$ cat src/rtl/tagged_array_pkg.sv
// Shared types and defaults for the tagged array controller.
// TAG_SCRUB_EN adds the SCRUB state used by H->L retags.
package tagged_array_pkg;

    localparam int DEPTH_DEF  = 16;
    localparam int DATA_W_DEF = 3;

    localparam logic TAG_L = 1'b0;
    localparam logic TAG_H = 1'b1;

    typedef enum logic [1:0] {
        ST_IDLE  = 2'd0,
`ifdef TAG_SCRUB_EN
        ST_SCRUB = 2'd2,
`endif
        ST_RETAG = 2'd1
    } rt_state_t;

    function automatic logic is_downgrade(
        input logic cur,
        input logic nxt
    );
        return (cur == TAG_H) && (nxt == TAG_L);
    endfunction

endpackage

$ cat src/rtl/tagged_array_ctrl_rr_arb2.sv
// Two-requester round-robin arbiter.
// Bit 0 is the low writer, bit 1 the high writer.
module rr_arb2
    import tagged_array_pkg::*;
(
    input  logic       clk,
    input  logic       rst_n,
    input  logic [1:0] req,
    output logic [1:0] gnt
);

    logic prio_hi_q;

    // one-hot grant, contention resolved by the priority pointer
    always_comb begin
        gnt = 2'b00;
        if (req[0] && req[1]) begin
            gnt = prio_hi_q ? 2'b10 : 2'b01;
        end else begin
            gnt = req;
        end
    end

    // pointer moves to the writer that did not get the grant
    always_ff @(posedge clk) begin
        if (!rst_n) begin
            prio_hi_q <= 1'b0;
        end else if (gnt[0]) begin
            prio_hi_q <= 1'b1;
        end else if (gnt[1]) begin
            prio_hi_q <= 1'b0;
        end
    end

endmodule

$ cat src/rtl/tagged_array_ctrl.sv
// Tagged array with two arbitrated writers, a read port and a retag FSM.
// Define TAG_SCRUB_EN to allow H->L retags through a data scrub.
module tagged_array_ctrl
    import tagged_array_pkg::*;
#(
    parameter  int DEPTH  = DEPTH_DEF,
    parameter  int DATA_W = DATA_W_DEF,
    localparam int IW     = $clog2(DEPTH)
) (
    input  logic              clk,
    input  logic              rst_n,
    input  logic              wr_lo_valid,
    input  logic [IW-1:0]     wr_lo_idx,
    input  logic [DATA_W-1:0] wr_lo_data,
    output logic              wr_lo_ready,
    input  logic              wr_hi_valid,
    input  logic [IW-1:0]     wr_hi_idx,
    input  logic [DATA_W-1:0] wr_hi_data,
    output logic              wr_hi_ready,
    output logic              wr_hi_err,
    input  logic              rd_valid,
    input  logic [IW-1:0]     rd_idx,
    output logic              rd_data_valid,
    output logic [DATA_W-1:0] rd_data,
    output logic              rd_tag,
    input  logic              rt_valid,
    input  logic [IW-1:0]     rt_idx,
    input  logic              rt_tag,
    output logic              rt_ready,
    output logic              rt_done,
    output logic              rt_nack,
    output logic              busy
);

    logic [DATA_W-1:0] data_q [DEPTH];
    logic [DEPTH-1:0]  tag_q;

    rt_state_t   state_q;
    logic [IW-1:0] lock_idx_q;
    logic        new_tag_q;
    logic        rt_ready_q;
    logic        busy_q;
    logic        rt_done_q;
    logic        rt_nack_q;
    logic        hi_err_q;

    logic              rd_dv_q;
    logic [DATA_W-1:0] rd_data_q;
    logic              rd_tag_q;

    logic [1:0] req;
    logic [1:0] gnt;
    logic       locked;
    logic       lo_hit;
    logic       hi_hit;
    logic       lo_fire;
    logic       hi_fire;
    logic       hi_ok;
    logic       rt_accept;
    logic       downgrade;

    assign req = {wr_hi_valid, wr_lo_valid};

    rr_arb2 u_arb (
        .clk   (clk),
        .rst_n (rst_n),
        .req   (req),
        .gnt   (gnt)
    );

    assign locked  = (state_q != ST_IDLE);
    assign lo_hit  = locked && (wr_lo_idx == lock_idx_q);
    assign hi_hit  = locked && (wr_hi_idx == lock_idx_q);

    assign wr_lo_ready = rst_n && gnt[0] && !lo_hit;
    assign wr_hi_ready = rst_n && gnt[1] && !hi_hit;

    assign lo_fire = wr_lo_valid && wr_lo_ready;
    assign hi_fire = wr_hi_valid && wr_hi_ready;
    assign hi_ok   = (tag_q[wr_hi_idx] == TAG_H);

    assign rt_accept = rt_valid && rt_ready_q;
    assign downgrade = is_downgrade(tag_q[rt_idx], rt_tag);

    // array update: one writer, plus scrub/retag on the locked entry
    always_ff @(posedge clk) begin
        if (!rst_n) begin
            tag_q <= '0;
            for (int i = 0; i < DEPTH; i++) begin
                data_q[i] <= '0;
            end
        end else begin
            if (lo_fire) begin
                data_q[wr_lo_idx] <= wr_lo_data;
            end else if (hi_fire && hi_ok) begin
                data_q[wr_hi_idx] <= wr_hi_data;
            end
`ifdef TAG_SCRUB_EN
            if (state_q == ST_SCRUB) begin
                data_q[lock_idx_q] <= '0;
            end
`endif
            if (state_q == ST_RETAG) begin
                tag_q[lock_idx_q] <= new_tag_q;
            end
        end
    end

    // dropped high write flags an error on the next cycle
    always_ff @(posedge clk) begin
        if (!rst_n) begin
            hi_err_q <= 1'b0;
        end else begin
            hi_err_q <= hi_fire && !hi_ok;
        end
    end

    // registered read; a locked entry reads as zero data, H tag
    always_ff @(posedge clk) begin
        if (!rst_n) begin
            rd_dv_q   <= 1'b0;
            rd_data_q <= '0;
            rd_tag_q  <= 1'b0;
        end else begin
            rd_dv_q <= rd_valid;
            if (rd_valid) begin
                if (locked && (rd_idx == lock_idx_q)) begin
                    rd_data_q <= '0;
                    rd_tag_q  <= TAG_H;
                end else begin
                    rd_data_q <= data_q[rd_idx];
                    rd_tag_q  <= tag_q[rd_idx];
                end
            end
        end
    end

    // retag FSM with registered handshake and status outputs
    always_ff @(posedge clk) begin
        if (!rst_n) begin
            state_q    <= ST_IDLE;
            lock_idx_q <= '0;
            new_tag_q  <= TAG_L;
            rt_ready_q <= 1'b0;
            busy_q     <= 1'b0;
            rt_done_q  <= 1'b0;
            rt_nack_q  <= 1'b0;
        end else begin
            rt_done_q <= 1'b0;
            rt_nack_q <= 1'b0;
            unique case (state_q)
                ST_IDLE: begin
                    rt_ready_q <= 1'b1;
                    busy_q     <= 1'b0;
                    if (rt_accept) begin
                        lock_idx_q <= rt_idx;
                        new_tag_q  <= rt_tag;
                        if (downgrade) begin
`ifdef TAG_SCRUB_EN
                            state_q    <= ST_SCRUB;
                            rt_ready_q <= 1'b0;
                            busy_q     <= 1'b1;
`else
                            rt_nack_q  <= 1'b1;
`endif
                        end else begin
                            state_q    <= ST_RETAG;
                            rt_ready_q <= 1'b0;
                            busy_q     <= 1'b1;
                        end
                    end
                end
`ifdef TAG_SCRUB_EN
                ST_SCRUB: begin
                    state_q    <= ST_RETAG;
                    rt_ready_q <= 1'b0;
                    busy_q     <= 1'b1;
                end
`endif
                ST_RETAG: begin
                    state_q    <= ST_IDLE;
                    rt_done_q  <= 1'b1;
                    rt_ready_q <= 1'b1;
                    busy_q     <= 1'b0;
                end
                default: begin
                    state_q    <= ST_IDLE;
                    rt_ready_q <= 1'b1;
                    busy_q     <= 1'b0;
                end
            endcase
        end
    end

    assign wr_hi_err     = hi_err_q;
    assign rd_data_valid = rd_dv_q;
    assign rd_data       = rd_data_q;
    assign rd_tag        = rd_tag_q;
    assign rt_ready      = rt_ready_q;
    assign rt_done       = rt_done_q;
    assign rt_nack       = rt_nack_q;
    assign busy          = busy_q;

endmodule
$ cat config.mk
export PLATFORM = sky130hd
export DESIGN_NAME = tagged_array_ctrl
export DESIGN_NICKNAME = d
export VERILOG_FILES = /design/src/rtl/tagged_array_pkg.sv /design/src/rtl/tagged_array_ctrl_rr_arb2.sv /design/src/rtl/tagged_array_ctrl.sv
export SDC_FILE = /design/constraint.sdc
export NUM_CORES = 1
export LEC_CHECK = 0
export BUFFER_PORTS_ARGS = -buffer_cell sky130_fd_sc_hd__buf_2
export CORE_MARGIN = 2
export CORE_UTILIZATION = 50
export DETAILED_ROUTE_END_ITERATION = 10
export GPL_TIMING_DRIVEN = 1
export HOLD_SLACK_MARGIN = 0.1
export PLACE_DENSITY = 0.69
export SLEW_MARGIN = 40
export SYNTH_ARGS = -nofsm -noshare
export SYNTH_HDL_FRONTEND = slang
export SYNTH_SLANG_ARGS = --single-unit
$ cat constraint.sdc
create_clock -name clk -period 2.59 [get_ports clk]
set_input_delay 0.259 -clock clk [delete_from_list [all_inputs] [get_ports clk]]
set_output_delay 0.259 -clock clk [all_outputs]
set_load 0.05 [all_outputs]
* Yosys cells after proc, flatten, opt, wreduce, memory -nomap -nowiden
Memory sizes are Yosys's and may differ from the RTL's.
Cells that the tools add are included.
** Word-level totals
- Bits in registers :: 33
- Bits in writable memories :: 48
- Input bits :: 29
- Output and inout port bits :: 12
- Logic and storage cells :: 84
- Memories kept :: 1
** Memory list
- data_q :: words 16, width 3, rd ports 1, clocked after Yosys merged registers in 0, write ports 16, line tagged_array_ctrl.sv:35 : logic [DATA_W-1:0] data_q [DEPTH];
** Cells by class
- $lt $le $gt $ge :: 5
- Eq/ne operators :: 3
- Mux-type cells :: 34
- Bitwise gates (word level) :: 2
- Reductions and logical operators :: 26
** Operator list (count)
- $mux W1 :: 22
- $lt A4 B5 Y1 const B :: 4
- $bwmux W16 :: 1
- $logic_and A1 B1 Y1 :: 15
- $bmux W1 S4 :: 3
- $eq A4 B4 Y1 :: 3
- $mux W3 :: 3
- $mux W4 :: 2
- $reduce_and A2 Y1 :: 3
- $reduce_or A3 Y1 :: 2
- $demux W1 S4 :: 1
- $ge A4 B1 Y1 const B :: 1
- $mux W2 :: 2
- $logic_not A1 Y1 :: 3
- $reduce_and A3 Y1 :: 1
- $logic_not A2 Y1 :: 1
- $not A1 Y1 :: 2
- $reduce_bool A2 Y1 :: 1

* Logic depth before layout (Yosys ltp)
Gate-level depths: netlist (run 1).
- Depth after elaboration :: 12
- Gate-level depth with buffers :: 9

* Hierarchy
From an unflattened synthesis (run 1), not the netlist that was laid out.
** Second synthesis, totals
- Cell total of the unflattened synthesis :: 413
- Area, all modules :: 4628.2 um^2
** Modules (own cells, without submodules)
- tagged_array_ctrl :: instances 1, cells each 407, area an instance 4579.4 um^2, seq. area each 2082.0 um^2
- rr_arb2 :: instances 1, cells each 6, area an instance 48.8 um^2, seq. area each 20.0 um^2

* Worst setup path before layout (run 1)
OpenSTA, ideal clock, no wires.
- Path kind :: flip-flop to flip-flop
- Start point :: register lock_idx_q[2]
- End point :: memory data_q[8][0] (netlist name), enable pin
- Library setup time :: 0.286 ns
- Data arrival time :: 2.160 ns
- Required time :: 2.304 ns
- Slack :: 0.144 ns
- Cell stages (with the launch flop) :: 10
- Buffers on the path :: 2
- Clock period less this slack :: 2.446 ns
- Cells stage by stage :: dfxtp_1 clkbuf_1 xnor2_1 nand3_1 o21ai_2 inv_1 o211ai_4 clkbuf_8 a2bb2oi_1 o21ai_0
** RTL lines
- start: declaration :: line tagged_array_ctrl.sv:39 : logic [IW-1:0] lock_idx_q;
- start signal: assignment :: line tagged_array_ctrl.sv:156 : lock_idx_q <= rt_idx;
- end: declaration :: line tagged_array_ctrl.sv:35

==> results.yml, run 1 <==
final_layout:
  layout-area-overhead-vs-synth_pct: 14.7
  antenna-diode-count: 0
  num-fill-cells: 751
  final-seq-area_mm2: 0.00210
  area_occupied_by_multi_input_gates_mm2: 0.00228
  drive_above_1_share: 0.298
  nNetsFinal: 508
  final_instance_count_excl_fillers: 592
global_routing:
  first_global_vias: 3502
  grt_overflow_total: 0
  wire_length_of_the_first_global_routing_pass_mm: 18.1
  maximum_number_of_pins_on_one_net_before_global_route_repair: 47
  grtUsageTotal: 0.236
  number_of_antenna_violations_at_the_first_check_in_global_routing: 0
pwr:
  power_leakage_nw: 1.94
  total_power_mw: 2.79
  ir_drop_mv: 0.245
  power.switching_mw: 0.775
  intPower_mw: 2.02
  power.switching_fraction: 0.277
  clock_share_of_power: 0.344
  power_per_cell_area_mw_per_mm2: 531
  combinationalPowerShare: 0.145
  p_seq_frac: 0.511
timing:
  unrepaired_setup_endpoints_after_global_routing: "no"
  setup_ws_ps: 186
  setup-violations-final: 0
  slew_viol_final: 0
  fin_setup_tns_ps: 0
  final_min_period_over_clock_period: 0.928
  tightest_slew_ps: 633
  final_period_minus_worst_setup_slack_ps: 2400
  finalHoldViolCount: 0
  worst_skew_ps: 7.54
  fmax_ghz: 0.416
  max_slew_margin: 0.572
min_path:
  hold_path_depth: 2
  hold_path_startpoint: "wr_hi_valid"
  hold_path.class: "in2reg"
  hold_path_end: "u_arb.prio_hi_q"
yosys:
  netlist_top_cells_area: "edfxtp_1 31%, dfxtp_1 14%, mux4_2 13%"
  yosys_most_used_dff: "edfxtp_1"
  synth-edff-count: 48
  seq_area_frac_synth: 0.458
  synth_seq_cells: 81
  postSynthAreaPerCell_um2: 10.8
  yosysUniqueCellTypes: 47
  syn-num-nets: 452
  synthCells: 423
  synth.most_common_cell: "edfxtp_1"
  synthDominantCellAreaShare: 0.314
  mappedNetlistArea_mm2: 0.00459
  synth_largest_area_cell: "edfxtp_1"
  yosys_warnings: 0
  synth-async-reset-ratio: 0
  synth_common_cells: "48 x edfxtp_1, 39 x nor2_1, 38 x nand2_1"
setup_path:
  critPathKind: "reg2reg"
  worst_setup_path_start_kind: "flip-flop"
  critical_path.reg2reg.endpoint: "data_q[1][2]"
  worstPathArrival_ps: 2400
  crit_path_end_kind: "flip-flop"
  rrSetupSlack_ps: 190
  cp.required_ps: 2590
  crit_fanout: 7
  ff2ff_path_depth: 7
  crit-reg2reg-launch: "tag_q[2]"
floorplanning:
  initial_utilization: 0.521
  fp-row-count: 34
  fp.dieArea_mm2: 0.00996
  die_h_um: 99.8
  coreArea_mm2: 0.00881
  pin_count: 41
  chipWidth_um: 99.8
place:
  place_inst: 576
  detailedPlace.worstSlack_ps: -120
  port_buffers: 40
  dp.final_hpwl_mm: 8.19
  gp_congestion: 0.889
clock_tree:
  cts.root.buffer_cell: "clkbuf_8"
  tritoncts_clock_tree: "yes"
  cts_buffer_count: 9
  ctsLongestPathBuffers: 2
  clk_latency_ps: 350
  numClockSinks: 81
  clkSlewWorstSetupHoldPaths_ps: 90
  h-tree-depth: 3
run:
  drv_cap: 0
drt:
  drt_first_iter_violations: 314
  post-route-drc-count: 0
  routed-via-count: 3579
  wl_mm: 11.2
  detail_route.vias_per_cell: 6.05
  avgRoutedWirePerCell_um: 18.9
  firstDrtPassIters: 5
  ant_nets: 0
outcome:
  outcome: "finished, final reports clean"
[worst max-delay path, stage by stage, from the launching register on]
cell       delay (ps)
dfxtp_1           410
mux2i_1            90
mux4_2            570
nand2_2           130
o211ai_4          110
a2bb2oi_1         170
buf_4             150
o21ai_0           430
[metal layers]
layer / share of wire / GRT usage
met3: 0.088 / 0.0564
met1: 0.43 / 0.335
met5: 0 / 0
met2: 0.46 / 0.364
met4: 0.015 / 0.0685
[power by group through the flow]
stage / sequential [mW] / combinational (mW) / clock (mW)
4_1_cts: 1.43 / 0.403 / 0.970
6_report: 1.43 / 0.406 / 0.961
3_3_place_gp: 1.46 / 0.397 / 0
2_1_floorplan: 1.48 / 0.250 / 0
5_1_grt: 1.43 / 0.437 / 1.02
3_5_place_dp: 1.46 / 0.402 / 0
[final cells by class]
type,count,share of cell area
clock buffer,9,0.0235
clock inverter,7,0.0150
inverter,14,0.00998
multi-input combinational,294,0.433
sequential,81,0.399
tap,108,0.0257
timing repair buffer,79,0.0937
[kinds of logic after synthesis]
group | share of synthesized area
XOR/XNOR | 0.0229
flip-flops | 0.458
buffers and inverters | 0.0466
AND/OR/NAND/NOR | 0.182
multiplexers | 0.192
AO/OA/AOI/OAI | 0.0982
[placed cells by master (no fill, tap or decap), types with 19 or more instances in the layout]
cell / n
buf_2: 40
buf_4: 39
dfxtp_1: 33
edfxtp_1: 48
mux2i_1: 19
mux4_2: 26
nand2_1: 38
nor2_1: 39
nor3_1: 24
o21ai_0: 23
[per-stage QoR]
stage          hold slack (ps)  utilization  area [µm²]
2_1_floorplan              353            -        4590
3_3_place_gp               463        0.574        5050
3_5_place_dp               470        0.574        5050
4_1_cts                    101        0.597        5260
5_1_grt                    126        0.598        5260
6_report                   109        0.598        5260
[flip-flops by register name, summed over array words and instances, names as in the netlist]
register / count
data_q: 48
tag_q: 16
lock_idx_q: 4
rd_data: 3
busy: 1
new_tag_q: 1
rd_data_valid: 1
rd_tag: 1
rt_done: 1
rt_nack: 1
rt_ready: 1
state_q: 1
u_arb.prio_hi_q: 1
wr_hi_err: 1
[worst max-delay path by stage]
stage	cells after the start	endpoint	slack, ps	startpoint
final	7	data_q[1][2]	190	tag_q[2]
after detailed placement	7	data_q[4][1]	-120	wr_hi_idx[0]
after global placement	7	data_q[4][1]	-5	wr_hi_idx[0]
after floorplan	9	data_q[8][0]	140	lock_idx_q[2]
after global routing	6	data_q[3][2]	50	tag_q[3]
after CTS	6	data_q[4][2]	90	tag_q[13]
[timing repair]
action	in CTS	in global routing
setup buffers	0	0
resized for setup	0	1
hold buffers	0	0
endpoints found under the setup margin	0	12
Note: power is estimated with default switching activity, not from simulation.
==> run 2: changes to the inputs <==
--- a/config.mk
+++ b/config.mk
@@ -15,4 +15,5 @@
 export SLEW_MARGIN = 40
 export SYNTH_ARGS = -nofsm -noshare
 export SYNTH_HDL_FRONTEND = slang
+export SYNTH_HIERARCHICAL = 1
 export SYNTH_SLANG_ARGS = --single-unit
==> constraint.sdc (replaced) <==
create_clock -name clk -period 2.6 [get_ports clk]
set_input_delay 0.26 -clock clk [delete_from_list [all_inputs] [get_ports clk]]
set_output_delay 0.26 -clock clk [all_outputs]
set_load 0.05 [all_outputs]
==> results.yml, run 2 <==
drt:
  avgRoutedWirePerCell_um: 19.1
  detail_route.vias_per_cell: 5.93
  routed-via-count: 3537
  ant_nets: 0
  wl_mm: 11.4
  drt_first_iter_violations: 289
  post-route-drc-count: 0
  firstDrtPassIters: 4
yosys:
  synth_common_cells: "48 x edfxtp_1, 48 x nor3_1, 39 x nand2_1"
  synth-compound-area-share: 0.105
  synth_largest_area_cell: "edfxtp_1"
  synth_simple_gate_area_share: 0.180
  yosysUniqueCellTypes: 48
  synth_seq_cells: 81
  syn-num-nets: 442
  synthDominantCellAreaShare: 0.311
  yosys_warnings: 6
  synthCells: 413
  synth-xor-area-share: 0.0227
  synth_top_family_by_area: "multiplexers"
  seq_area_frac_synth: 0.454
  synth-async-reset-ratio: 0
  synth-edff-count: 48
  mappedNetlistArea_mm2: 0.00463
  postSynthAreaPerCell_um2: 11.2
  synth.mux.area_fraction: 0.188
  synth-adder-area-share: 0
  netlist_top_cells_area: "edfxtp_1 31%, dfxtp_1 14%, mux4_2 13%"
  yosys_most_used_dff: "edfxtp_1"
floorplanning:
  pin_count: 41
  chipWidth_um: 100
  die_h_um: 100
  initial_utilization: 0.508
  fp-row-count: 35
  coreArea_mm2: 0.00911
  fp.dieArea_mm2: 0.0100
pwr:
  p_seq_frac: 0.505
  power.switching_fraction: 0.279
  ir_drop_mv: 0.256
  power.switching_mw: 0.788
  combinationalPowerShare: 0.153
  intPower_mw: 2.03
  power_leakage_nw: 1.96
  clock_share_of_power: 0.342
  power_per_cell_area_mw_per_mm2: 516
  total_power_mw: 2.82
timing:
  setup-violations-final: 0
  finalHoldViolCount: 0
  max_slew_margin: 0.592
  slew_viol_final: 0
  holdWs_ps: 110
  final_period_minus_worst_setup_slack_ps: 2530
  tightest_slew_ps: 612
  worst_skew_ps: 9.96
  final_min_period_over_clock_period: 0.973
  fmax_ghz: 0.395
place:
  dp.final_hpwl_mm: 8.43
  gp_congestion: 0.996
  port_buffers: 40
global_routing:
  maximum_number_of_pins_on_one_net_before_global_route_repair: 26
  wire_length_of_the_first_global_routing_pass_mm: 18.3
  number_of_antenna_violations_at_the_first_check_in_global_routing: 0
  grt_overflow_total: 0
  first_global_vias: 3541
  grtUsageTotal: 0.239
setup_path:
  crit-reg2reg-launch: "lock_idx_q[0]"
  launch_point_of_the_worst_path: "lock_idx_q[0]"
  cp.required_ps: 2690
  crit_fanout: 5
  critPathKind: "reg2reg"
  crit_path_end_kind: "flip-flop"
  worstPathArrival_ps: 2620
  worst_setup_path_start_kind: "flip-flop"
clock_tree:
  clkSlewWorstSetupHoldPaths_ps: 90
  clk_latency_ps: 360
  numClockSinks: 81
  cts.root.buffer_cell: "clkbuf_8"
  tritoncts_clock_tree: "yes"
  h-tree-depth: 3
  postCtsHoldBufs: 0
  ctsLongestPathBuffers: 2
  cts_buffer_count: 9
final_layout:
  antenna-diode-count: 0
  layout-area-overhead-vs-synth_pct: 18.2
  nNetsFinal: 509
  largest_reg_flops: 48
  largest-register: "data_q"
  final_core_utilization: 0.601
  drive_above_1_share: 0.346
  most_used_cells_in_the_layout_excluding_fill_and_tap_cells: "48 x nor3_1, 48 x edfxtp_1, 46 x buf_4"
  reg.largest.list: "data_q (48), tag_q (16), lock_idx_q (4)"
  num-fill-cells: 745
outcome:
  outcome: "finished, final reports clean"
run:
  drv_cap: 0
min_path:
  hold_path.class: "in2reg"
  hold_path_startpoint: "wr_hi_valid"
## run 2: through the flow
stage	worst slack, ps	instance area (µm²)	setup TNS, ps	instances
after global routing	-0.376	5470	-0.558	596
after CTS	4.41	5390	0	595
after floorplan	57.1	4630	0	413
final	70.0	5470	0	596
after global placement	-0.959	5180	-3.50	579
after detailed placement	-62.6	5180	-369	579
## run 2: layer usage
layer  wire length (µm)  part of all wire  track usage
met1               5140              0.45        0.341
met2               5210              0.46        0.375
met3                884             0.078       0.0508
met4                165             0.014       0.0653
met5                  0                 0            0
## run 2: area by class of cell
cell class | instances | area, µm² | share of cell area
multi-input cells | 287 | 2370 | 0.433
flip-flops and latches | 81 | 2100 | 0.385
clock buffers | 9 | 124 | 0.0226
inverters | 11 | 41.3 | 0.00755
clock inverters | 7 | 76.3 | 0.0139
well taps | 111 | 139 | 0.0254
repair buffers | 90 | 617 | 0.113
## run 2: worst paths after layout
path | to | slack, ps | depth (start not counted)
setup / recovery | data_q[4][0] | 70 | 9
hold / removal | u_arb/prio_hi_q | 110 | 2
hold reg to reg | u_arb/prio_hi_q | 460 | 1
setup reg to reg | data_q[4][0] | 70 | 9
## run 2: power groups by stage
stage	Combinational (mW)	Sequential (mW)	Clock [mW]
6_report	0.433	1.42	0.965
3_5_place_dp	0.417	1.45	0
4_1_cts	0.419	1.42	0.977
5_1_grt	0.464	1.43	1.02
3_3_place_gp	0.411	1.45	0
2_1_floorplan	0.254	1.46	0
## run 2: worst max-delay path, cell delays in order, from the launching register on
cell	delay (ps)
dfxtp_2	370
xor2_1	180
nor3_2	270
a31oi_4	160
buf_4	210
o41ai_4	310
buf_4	200
nand2_2	100
o31ai_2	280
buf_4	180
## run 2: repair_timing
action / in CTS / in global routing
endpoints found under the setup margin: 3 / 73
pin swaps: 0 / 2
gates resized for setup: 1 / 16
buffers inserted: 0 / 1
## run 2: logic make-up (layout without fill, tap and decap cells)
kind of cell / count (synthesis) / count (layout)
XOR/XNOR: 12 / 12
flip-flops: 81 / 81
multiplexers: 51 / 51
AO/OA/AOI/OAI: 65 / 65
AND/OR/NAND/NOR: 159 / 159
buffers and inverters: 45 / 117
